$ cat src/rtl/uart_echo_pkg.sv
`default_nettype none
// ============================================================================
// uart_echo_pkg : shared state encodings and helpers for uart_echo_fifo
// Rev 1.0
// ============================================================================
package uart_echo_pkg;

  // Bit-period divisor that places the start-bit sample mid-bit.
  localparam int HALF_BIT_DIV = 2;

  typedef enum logic [2:0] {
    RX_IDLE   = 3'd0,
    RX_START  = 3'd1,
    RX_DATA   = 3'd2,
`ifdef UART_ECHO_PARITY_EN
    RX_PARITY = 3'd3,
`endif
    RX_STOP   = 3'd4
  } rx_state_t;

  typedef enum logic [2:0] {
    TX_IDLE   = 3'd0,
    TX_START  = 3'd1,
    TX_DATA   = 3'd2,
`ifdef UART_ECHO_PARITY_EN
    TX_PARITY = 3'd3,
`endif
    TX_STOP   = 3'd4
  } tx_state_t;

  // Even parity over up to 9 data bits; callers zero-extend narrower words.
  function automatic logic even_parity(input logic [8:0] d);
    return ^d;
  endfunction

endpackage
`default_nettype wire

$ cat src/rtl/uart_echo_fifo_if.sv
`default_nettype none
// ============================================================================
// uart_echo_fifo_if : pin/status bundle between board-side logic and the echo
// Rev 1.0
// ============================================================================
interface uart_echo_fifo_if #(
  parameter int DATA_BITS  = 8,
  parameter int FIFO_DEPTH = 16
);
  logic                          echo_en;
  logic                          rxd;
  logic                          txd;
  logic [DATA_BITS-1:0]          word;
  logic                          rx_valid;
  logic                          tx_busy;
  logic [$clog2(FIFO_DEPTH):0]   fifo_count;
  logic                          overflow;
  logic                          frame_err;

  modport master (
    output echo_en, rxd,
    input  txd, word, rx_valid, tx_busy, fifo_count, overflow, frame_err
  );

  modport slave (
    input  echo_en, rxd,
    output txd, word, rx_valid, tx_busy, fifo_count, overflow, frame_err
  );
endinterface
`default_nettype wire

$ cat src/rtl/uart_echo_fifo_sync_fifo.sv
`default_nettype none
// ============================================================================
// sync_fifo : single-clock FIFO, power-of-two depth, registered read on pop
// Rev 1.0
// ============================================================================
module sync_fifo #(
  parameter int WIDTH = 8,
  parameter int DEPTH = 16
) (
  input  logic                     clk,
  input  logic                     rst,
  input  logic                     push,
  input  logic [WIDTH-1:0]         push_data,
  input  logic                     pop,
  output logic [WIDTH-1:0]         pop_data,
  output logic                     full,
  output logic                     empty,
  output logic [$clog2(DEPTH):0]   count
);
  localparam int AW = $clog2(DEPTH);

  logic [WIDTH-1:0] mem [DEPTH];
  logic [AW-1:0]    wr_ptr;
  logic [AW-1:0]    rd_ptr;
  logic [AW:0]      used;
  logic             do_pop;
  logic             do_push;

  assign full    = (used == (AW+1)'(DEPTH));
  assign empty   = (used == '0);
  assign count   = used;
  assign do_pop  = pop && !empty;
  // A pop in the same cycle frees the slot, so push on full still succeeds.
  assign do_push = push && (!full || do_pop);

  always_ff @(posedge clk) begin
    if (do_push) mem[wr_ptr] <= push_data;
  end

  always_ff @(posedge clk) begin
    if (rst) begin
      wr_ptr   <= '0;
      rd_ptr   <= '0;
      used     <= '0;
      pop_data <= '0;
    end else begin
      if (do_push) wr_ptr <= wr_ptr + 1'b1;
      if (do_pop) begin
        rd_ptr   <= rd_ptr + 1'b1;
        pop_data <= mem[rd_ptr];
      end
      case ({do_push, do_pop})
        2'b10:   used <= used + 1'b1;
        2'b01:   used <= used - 1'b1;
        default: used <= used;
      endcase
    end
  end
endmodule
`default_nettype wire

$ cat src/rtl/uart_echo_fifo.sv
`default_nettype none
// ============================================================================
// uart_echo_fifo : buffered UART echo (RX -> FIFO -> TX) with framing checks;
// define UART_ECHO_PARITY_EN for an even-parity bit on both directions.
// Rev 1.0
// ============================================================================
module uart_echo_fifo
  import uart_echo_pkg::*;
#(
  parameter int BAUD_DIV   = 434,
  parameter int DATA_BITS  = 8,
  parameter int FIFO_DEPTH = 16
) (
  input  logic            clk,
  input  logic            rst,
  uart_echo_fifo_if.slave bus
);
  localparam int CW   = $clog2(BAUD_DIV);
  localparam int BW   = $clog2(DATA_BITS + 1);
  localparam int NW   = $clog2(FIFO_DEPTH) + 1;
  localparam int HALF = BAUD_DIV / HALF_BIT_DIV;

  logic                 rxd_meta;
  logic                 rxd_sync;
  rx_state_t            rx_state;
  logic [CW-1:0]        rx_cnt;
  logic [BW-1:0]        rx_bit;
  logic [DATA_BITS-1:0] rx_shift;
  logic [DATA_BITS-1:0] rx_word;
  logic                 rx_pulse;
  logic                 err_pulse;
  logic                 push_req;
  logic                 stop_ok;
`ifdef UART_ECHO_PARITY_EN
  logic                 parity_bad;
`endif

  tx_state_t            tx_state;
  logic [CW-1:0]        tx_cnt;
  logic [BW-1:0]        tx_bit;
  logic [DATA_BITS-1:0] tx_shift;
  logic                 tx_line;
  logic                 tx_active;
`ifdef UART_ECHO_PARITY_EN
  logic                 tx_par;
`endif

  logic                 pop;
  logic                 fifo_full;
  logic                 fifo_empty;
  logic [DATA_BITS-1:0] fifo_rdata;
  logic [NW-1:0]        fifo_count;
  logic                 ovf;

`ifdef UART_ECHO_PARITY_EN
  assign stop_ok = rxd_sync && !parity_bad;
`else
  assign stop_ok = rxd_sync;
`endif

  // --------------------------------------------------------------------------
  // Receiver
  // --------------------------------------------------------------------------
  always_ff @(posedge clk) begin
    if (rst) begin
      rxd_meta  <= 1'b1;
      rxd_sync  <= 1'b1;
      rx_state  <= RX_IDLE;
      rx_cnt    <= '0;
      rx_bit    <= '0;
      rx_shift  <= '0;
      rx_word   <= '0;
      rx_pulse  <= 1'b0;
      err_pulse <= 1'b0;
      push_req  <= 1'b0;
`ifdef UART_ECHO_PARITY_EN
      parity_bad <= 1'b0;
`endif
    end else begin
      rxd_meta  <= bus.rxd;
      rxd_sync  <= rxd_meta;
      rx_pulse  <= 1'b0;
      err_pulse <= 1'b0;
      push_req  <= 1'b0;
      case (rx_state)
        RX_IDLE: begin
          rx_cnt <= '0;
          if (!rxd_sync) rx_state <= RX_START;
        end
        RX_START: begin
          if (rx_cnt == CW'(HALF - 1)) begin
            rx_cnt   <= '0;
            rx_bit   <= '0;
            rx_state <= rxd_sync ? RX_IDLE : RX_DATA;
          end else begin
            rx_cnt <= rx_cnt + 1'b1;
          end
        end
        RX_DATA: begin
          if (rx_cnt == CW'(BAUD_DIV - 1)) begin
            rx_cnt   <= '0;
            rx_shift <= {rxd_sync, rx_shift[DATA_BITS-1:1]};
            if (rx_bit == BW'(DATA_BITS - 1)) begin
`ifdef UART_ECHO_PARITY_EN
              rx_state <= RX_PARITY;
`else
              rx_state <= RX_STOP;
`endif
            end else begin
              rx_bit <= rx_bit + 1'b1;
            end
          end else begin
            rx_cnt <= rx_cnt + 1'b1;
          end
        end
`ifdef UART_ECHO_PARITY_EN
        RX_PARITY: begin
          if (rx_cnt == CW'(BAUD_DIV - 1)) begin
            rx_cnt     <= '0;
            parity_bad <= (rxd_sync != even_parity(9'(rx_shift)));
            rx_state   <= RX_STOP;
          end else begin
            rx_cnt <= rx_cnt + 1'b1;
          end
        end
`endif
        RX_STOP: begin
          if (rx_cnt == CW'(BAUD_DIV - 1)) begin
            rx_cnt   <= '0;
            rx_state <= RX_IDLE;
            if (stop_ok) begin
              rx_word  <= rx_shift;
              rx_pulse <= 1'b1;
              push_req <= 1'b1;
            end else begin
              err_pulse <= 1'b1;
            end
          end else begin
            rx_cnt <= rx_cnt + 1'b1;
          end
        end
        default: rx_state <= RX_IDLE;
      endcase
    end
  end

  // --------------------------------------------------------------------------
  // Buffer; rx_word holds the pushed byte during the push cycle.
  // --------------------------------------------------------------------------
  sync_fifo #(
    .WIDTH (DATA_BITS),
    .DEPTH (FIFO_DEPTH)
  ) u_fifo (
    .clk       (clk),
    .rst       (rst),
    .push      (push_req),
    .push_data (rx_word),
    .pop       (pop),
    .pop_data  (fifo_rdata),
    .full      (fifo_full),
    .empty     (fifo_empty),
    .count     (fifo_count)
  );

  always_ff @(posedge clk) begin
    if (rst)                                  ovf <= 1'b0;
    else if (push_req && fifo_full && !pop)   ovf <= 1'b1;
  end

  // --------------------------------------------------------------------------
  // Transmitter; echo_en is only consulted in IDLE so a frame always completes.
  // --------------------------------------------------------------------------
  assign pop = (tx_state == TX_IDLE) && bus.echo_en && !fifo_empty;

  always_ff @(posedge clk) begin
    if (rst) begin
      tx_state  <= TX_IDLE;
      tx_cnt    <= '0;
      tx_bit    <= '0;
      tx_shift  <= '0;
      tx_line   <= 1'b1;
      tx_active <= 1'b0;
`ifdef UART_ECHO_PARITY_EN
      tx_par    <= 1'b0;
`endif
    end else begin
      case (tx_state)
        TX_IDLE: begin
          tx_line <= 1'b1;
          tx_cnt  <= '0;
          if (pop) begin
            tx_state  <= TX_START;
            tx_line   <= 1'b0;
            tx_active <= 1'b1;
          end
        end
        TX_START: begin
          if (tx_cnt == CW'(BAUD_DIV - 1)) begin
            tx_cnt   <= '0;
            tx_bit   <= '0;
            tx_shift <= fifo_rdata;
            tx_line  <= fifo_rdata[0];
`ifdef UART_ECHO_PARITY_EN
            tx_par   <= even_parity(9'(fifo_rdata));
`endif
            tx_state <= TX_DATA;
          end else begin
            tx_cnt <= tx_cnt + 1'b1;
          end
        end
        TX_DATA: begin
          if (tx_cnt == CW'(BAUD_DIV - 1)) begin
            tx_cnt <= '0;
            if (tx_bit == BW'(DATA_BITS - 1)) begin
`ifdef UART_ECHO_PARITY_EN
              tx_state <= TX_PARITY;
              tx_line  <= tx_par;
`else
              tx_state <= TX_STOP;
              tx_line  <= 1'b1;
`endif
            end else begin
              tx_bit   <= tx_bit + 1'b1;
              tx_shift <= tx_shift >> 1;
              tx_line  <= tx_shift[1];
            end
          end else begin
            tx_cnt <= tx_cnt + 1'b1;
          end
        end
`ifdef UART_ECHO_PARITY_EN
        TX_PARITY: begin
          if (tx_cnt == CW'(BAUD_DIV - 1)) begin
            tx_cnt   <= '0;
            tx_line  <= 1'b1;
            tx_state <= TX_STOP;
          end else begin
            tx_cnt <= tx_cnt + 1'b1;
          end
        end
`endif
        TX_STOP: begin
          if (tx_cnt == CW'(BAUD_DIV - 1)) begin
            tx_cnt    <= '0;
            tx_active <= 1'b0;
            tx_state  <= TX_IDLE;
          end else begin
            tx_cnt <= tx_cnt + 1'b1;
          end
        end
        default: tx_state <= TX_IDLE;
      endcase
    end
  end

  assign bus.txd        = tx_line;
  assign bus.word       = rx_word;
  assign bus.rx_valid   = rx_pulse;
  assign bus.tx_busy    = tx_active;
  assign bus.fifo_count = fifo_count;
  assign bus.overflow   = ovf;
  assign bus.frame_err  = err_pulse;

endmodule
`default_nettype wire

$ cat src/flat_wrapper.sv
// flat-port wrapper written by rule: the top's interface ports become plain ports
module uart_echo_fifo_flat import uart_echo_pkg::*;
#(
  parameter int BAUD_DIV   = 434,
  parameter int DATA_BITS  = 8,
  parameter int FIFO_DEPTH = 16
)
  (clk, rst, bus_echo_en, bus_rxd, bus_txd, bus_word, bus_rx_valid, bus_tx_busy, bus_fifo_count, bus_overflow, bus_frame_err);
  uart_echo_fifo_if #(.DATA_BITS(DATA_BITS), .FIFO_DEPTH(FIFO_DEPTH)) bus_i ();
  input  logic clk;
  input  logic rst;
  input wire logic [$bits(bus_i.echo_en)-1:0] bus_echo_en;
  input wire logic [$bits(bus_i.rxd)-1:0] bus_rxd;
  output wire logic [$bits(bus_i.txd)-1:0] bus_txd;
  output wire logic [$bits(bus_i.word)-1:0] bus_word;
  output wire logic [$bits(bus_i.rx_valid)-1:0] bus_rx_valid;
  output wire logic [$bits(bus_i.tx_busy)-1:0] bus_tx_busy;
  output wire logic [$bits(bus_i.fifo_count)-1:0] bus_fifo_count;
  output wire logic [$bits(bus_i.overflow)-1:0] bus_overflow;
  output wire logic [$bits(bus_i.frame_err)-1:0] bus_frame_err;
  assign bus_i.echo_en = bus_echo_en;
  assign bus_i.rxd = bus_rxd;
  assign bus_txd = bus_i.txd;
  assign bus_word = bus_i.word;
  assign bus_rx_valid = bus_i.rx_valid;
  assign bus_tx_busy = bus_i.tx_busy;
  assign bus_fifo_count = bus_i.fifo_count;
  assign bus_overflow = bus_i.overflow;
  assign bus_frame_err = bus_i.frame_err;
  uart_echo_fifo #(.BAUD_DIV(BAUD_DIV), .DATA_BITS(DATA_BITS), .FIFO_DEPTH(FIFO_DEPTH)) u_core (.clk(clk), .rst(rst), .bus(bus_i));
endmodule
$ cat config.mk
export PLATFORM = sky130hd
export DESIGN_NAME = uart_echo_fifo_flat
export DESIGN_NICKNAME = d
export VERILOG_FILES = /design/src/rtl/uart_echo_pkg.sv /design/src/rtl/uart_echo_fifo_if.sv /design/src/rtl/uart_echo_fifo_sync_fifo.sv /design/src/rtl/uart_echo_fifo.sv /design/src/flat_wrapper.sv
export SDC_FILE = /design/constraint.sdc
export NUM_CORES = 1
export LEC_CHECK = 0
export ABC_AREA = 1
export CAP_MARGIN = 20
export CORE_MARGIN = 5
export CORE_UTILIZATION = 50
export CTS_CLUSTER_SIZE = 16
export DETAILED_ROUTE_END_ITERATION = 16
export MAX_ROUTING_LAYER = met4
export PLACE_DENSITY = 0.68
export SYNTH_ARGS = -nofsm -noshare
export SYNTH_HDL_FRONTEND = slang
export SYNTH_SLANG_ARGS = --single-unit
$ cat constraint.sdc
create_clock -name clk -period 2.2 [get_ports clk]
set_clock_uncertainty 0.2 [all_clocks]
set_input_delay 0.22 -clock clk [delete_from_list [all_inputs] [get_ports clk]]
set_output_delay 0.22 -clock clk [all_outputs]
set_load 0.01 [all_outputs]
==> results.json <==
{
  "crit_family": "simple AND/OR/NAND/NOR gates",
  "crit_slowest_cell": "dfxtp_1",
  "worst_ep_arrival_time_ns": 2.05,
  "final-max-slew-violation-count": 0,
  "cts_setup_buffers": 0,
  "grt_first_pass_wirelength_um": 32400,
  "fin_hold_ws_ns": 0.0930,
  "hold_depth": 2,
  "crit_start": "u_core.tx_state[0]",
  "drt_iter0_markers": 618,
  "h-tree-depth": 1,
  "synth.area.top_cells": "edfxtp_1 (43%), dfxtp_1 (18%), nor2_1 (7.1%)",
  "finalCritPeriodShare_pct": 93.4,
  "synth_most_common_cell": "nor2_1",
  "synth_seq_area_share_pct": 61.0,
  "hold_buffers": 0,
  "start_util_pct": 50.4,
  "die_w_um": 144,
  "viasPerCell": 5.39,
  "worstReg2RegEnd": "u_core.u_fifo.mem[12][3]",
  "clock_latency_ns": 0.49,
  "ys.flop_type": "edfxtp_1",
  "synth_top_area_share_pct": 42.6,
  "root_buffer": "clkbuf_16",
  "p_leak_nw": 3.98,
  "drc": 0,
  "grt_overflow": 0,
  "grt_antenna_before_repair": 0,
  "p_total_mw": 10.5,
  "synth_cell_types": 42,
  "async_reset_ff_share_pct": 0,
  "clkSlewWorstSetupHoldPaths_ns": 0.06,
  "syn_nets": 949,
  "end_kind": "flop",
  "place_inst": 1199,
  "nFillCells": 1524,
  "outcome": "completed",
  "hold_path.class": "primary input to flop",
  "synth_top_area_cell": "edfxtp_1",
  "drive_above_1_share_pct": 12.1,
  "cp_max_fo": 8,
  "fp.dieH_um": 144,
  "design_area_sq_um": 10500,
  "antenna_cells": 0,
  "post_drt_wl_per_cell_um": 16.2,
  "hold_viol": 0,
  "multi_input_area_sq_um": 3060,
  "fmax_ghz": 0.487,
  "routed_wl_um": 20100,
  "layout_min_cycle_time_ns": 2.05,
  "cp-endpoint": "u_core.u_fifo.mem[12][3]",
  "finalSetupViolCount": 0,
  "cts_made_buffers": 22,
  "port_buffers": 21,
  "timing.rr.start": "u_core.tx_state[0]",
  "track_usage_pct": 20.2,
  "synth_seq_cells": 211,
  "rsz0062_at_grt": "yes",
  "syn_to_final_growth_pct": 16.6,
  "synth_edf_count": 128,
  "cp_num_cells": 8,
  "maxCapViolCount": 0,
  "worst_pin_slew_ns": 0.447,
  "ir_drop_mv": 0.843,
  "path_common_cell": "nor2_4",
  "p_per_area_nw_per_um2": 997,
  "worst_ep_required_time_ns": 2.20,
  "drtAntennaViolNets": 0,
  "crit_buf_inv": 1,
  "rows": 49,
  "clock-sinks": 211,
  "synth_area_sq_um": 9030,
  "cts_tree": "done",
  "gp_congestion": 0.852,
  "crit_chain": "nor2_4 -> nand2_2 -> nor2_4 -> nand2_4 -> a21oi_4 -> nand2_1 -> nor2_1 -> buf_4",
  "regArea_sq_um": 5510,
  "pre_cts_slack_ns": -0.0689,
  "postPlaceCellArea_sq_um": 9830,
  "clockBufferDepth": 3,
  "slew_headroom_pct": 69.9,
  "startpoint_type": "flop",
  "setup_ws_ns": 0.146,
  "finalNonFillerCells": 1239,
  "coreArea_sq_um": 17900,
  "first_pass_iters": 5,
  "avgSynthCellArea_sq_um": 9.70,
  "dp_hpwl_um": 13300,
  "top_level_ports": 22,
  "vias": 6683,
  "worst-setup-path-type": "flop to flop",
  "cts_resized": 0,
  "dieArea_sq_um": 20800,
  "cpPeakStageDelay_ns": 0.36,
  "ff2ff_path_depth": 8,
  "yosys_warnings": 0,
  "rrSetupSlack_ns": 0.15,
  "grt_pass1_vias": 6406,
  "nets": 1012,
  "netlist_instances": 931,
  "grt_max_degree": 53,
  "synth_common_cells": "nor2_1 (171), edfxtp_1 (128), o21ai_0 (118)"
}
[cells by family after synthesis]
kind of cell / after synthesis / share of synthesized area (%)
AOI/OAI and AO/OA: 228 / 14.6
buffers and inverters: 121 / 5.35
xor gates and xnor gates: 3 / 0.291
and+or+nand+nor: 354 / 16.8
adders and majority gates: 14 / 1.94
DFF: 211 / 61.0
[routing by layer]
layer / global-route usage (%) / routed length [um] / vias up
met2: 33.0 / 9770 / 204
met3: 2.94 / 1150 / 40
met4: 7.61 / 634 / 0
met5: - / 0 / -
li1: - / - / 3338
met1: 25.8 / 8570 / 3101
[where the power goes]
part | switching (mW) | internal (mW)
sequential | 0.116 | 4.30
clock | 1.43 | 2.03
combinational | 1.67 | 0.932
[worst min path at each step]
| stage | start | slack (ns) | end |
|---|---|---|---|
| after floorplan | bus_rxd | 0.12 | u_core.rxd_meta |
| after global placement | u_core.rxd_meta | 0.20 | u_core.rxd_sync |
| after detailed placement | u_core.rxd_meta | 0.20 | u_core.rxd_sync |
| after CTS | bus_rxd | 0.08 | u_core.rxd_meta |
| after global routing | bus_rxd | 0.11 | u_core.rxd_meta |
| final | bus_rxd | 0.09 | u_core.rxd_meta |
[sequential cells by signal, indices dropped and copies added (netlist names)]
signal	count
u_core.bus.word	8
u_core.tx_shift	7
u_core.bus.rx_valid	1
u_core.u_fifo.count	5
u_core.bus.tx_busy	1
u_core.bus.frame_err	1
u_core.u_fifo.mem	128
u_core.rx_bit	4
u_core.rx_shift	8
u_core.tx_bit	4
u_core.rx_state	3
u_core.u_fifo.rd_ptr	4
u_core.bus.overflow	1
u_core.bus.txd	1
u_core.rxd_sync	1
u_core.u_fifo.pop_data	8
u_core.rxd_meta	1
u_core.rx_cnt	9
u_core.tx_cnt	9
u_core.u_fifo.wr_ptr	4
u_core.tx_state	3
[layout by cell type (no fill, tap or decap), types with 3 or more instances in the layout]
cell type,synthesis,final
nor2_1,171,170
edfxtp_1,128,128
o21ai_0,118,118
nand2_1,101,98
dfxtp_1,83,81
inv_1,79,79
buf_4,2,49
nand3_1,42,41
o211ai_1,38,38
a21oi_1,36,36
clkbuf_16,0,23
clkdlybuf4s50_1,0,21
ha_1,14,14
a31oi_1,9,9
nor3_1,8,8
nand4_1,7,7
o21ai_1,7,7
clkbuf_1,22,7
nand2_2,3,6
nor2_2,4,5
a211oi_1,5,5
o221ai_1,5,5
clkinv_2,0,5
buf_12,0,5
or2_2,4,4
nand3_2,3,4
inv_2,4,4
clkinv_1,2,4
nor2_4,3,3
[stage by stage]
step           setup TNS (ns)  utilization [%]
2_1_floorplan               0                -
3_3_place_gp           -0.297             54.9
3_5_place_dp            -1.88             54.9
4_1_cts                     0             58.7
5_1_grt               -0.0379             58.8
6_report                    0             58.8
[final cells by class]
type | instances | area share [%]
inverters | 85 | 3.03
clock inverters | 10 | 0.713
repair buffers | 75 | 6.44
well taps | 229 | 2.72
clock buffers | 30 | 5.72
multi-input cells | 599 | 29.1
flip-flops and latches | 211 | 52.3
(Power assumes the default switching activity.)
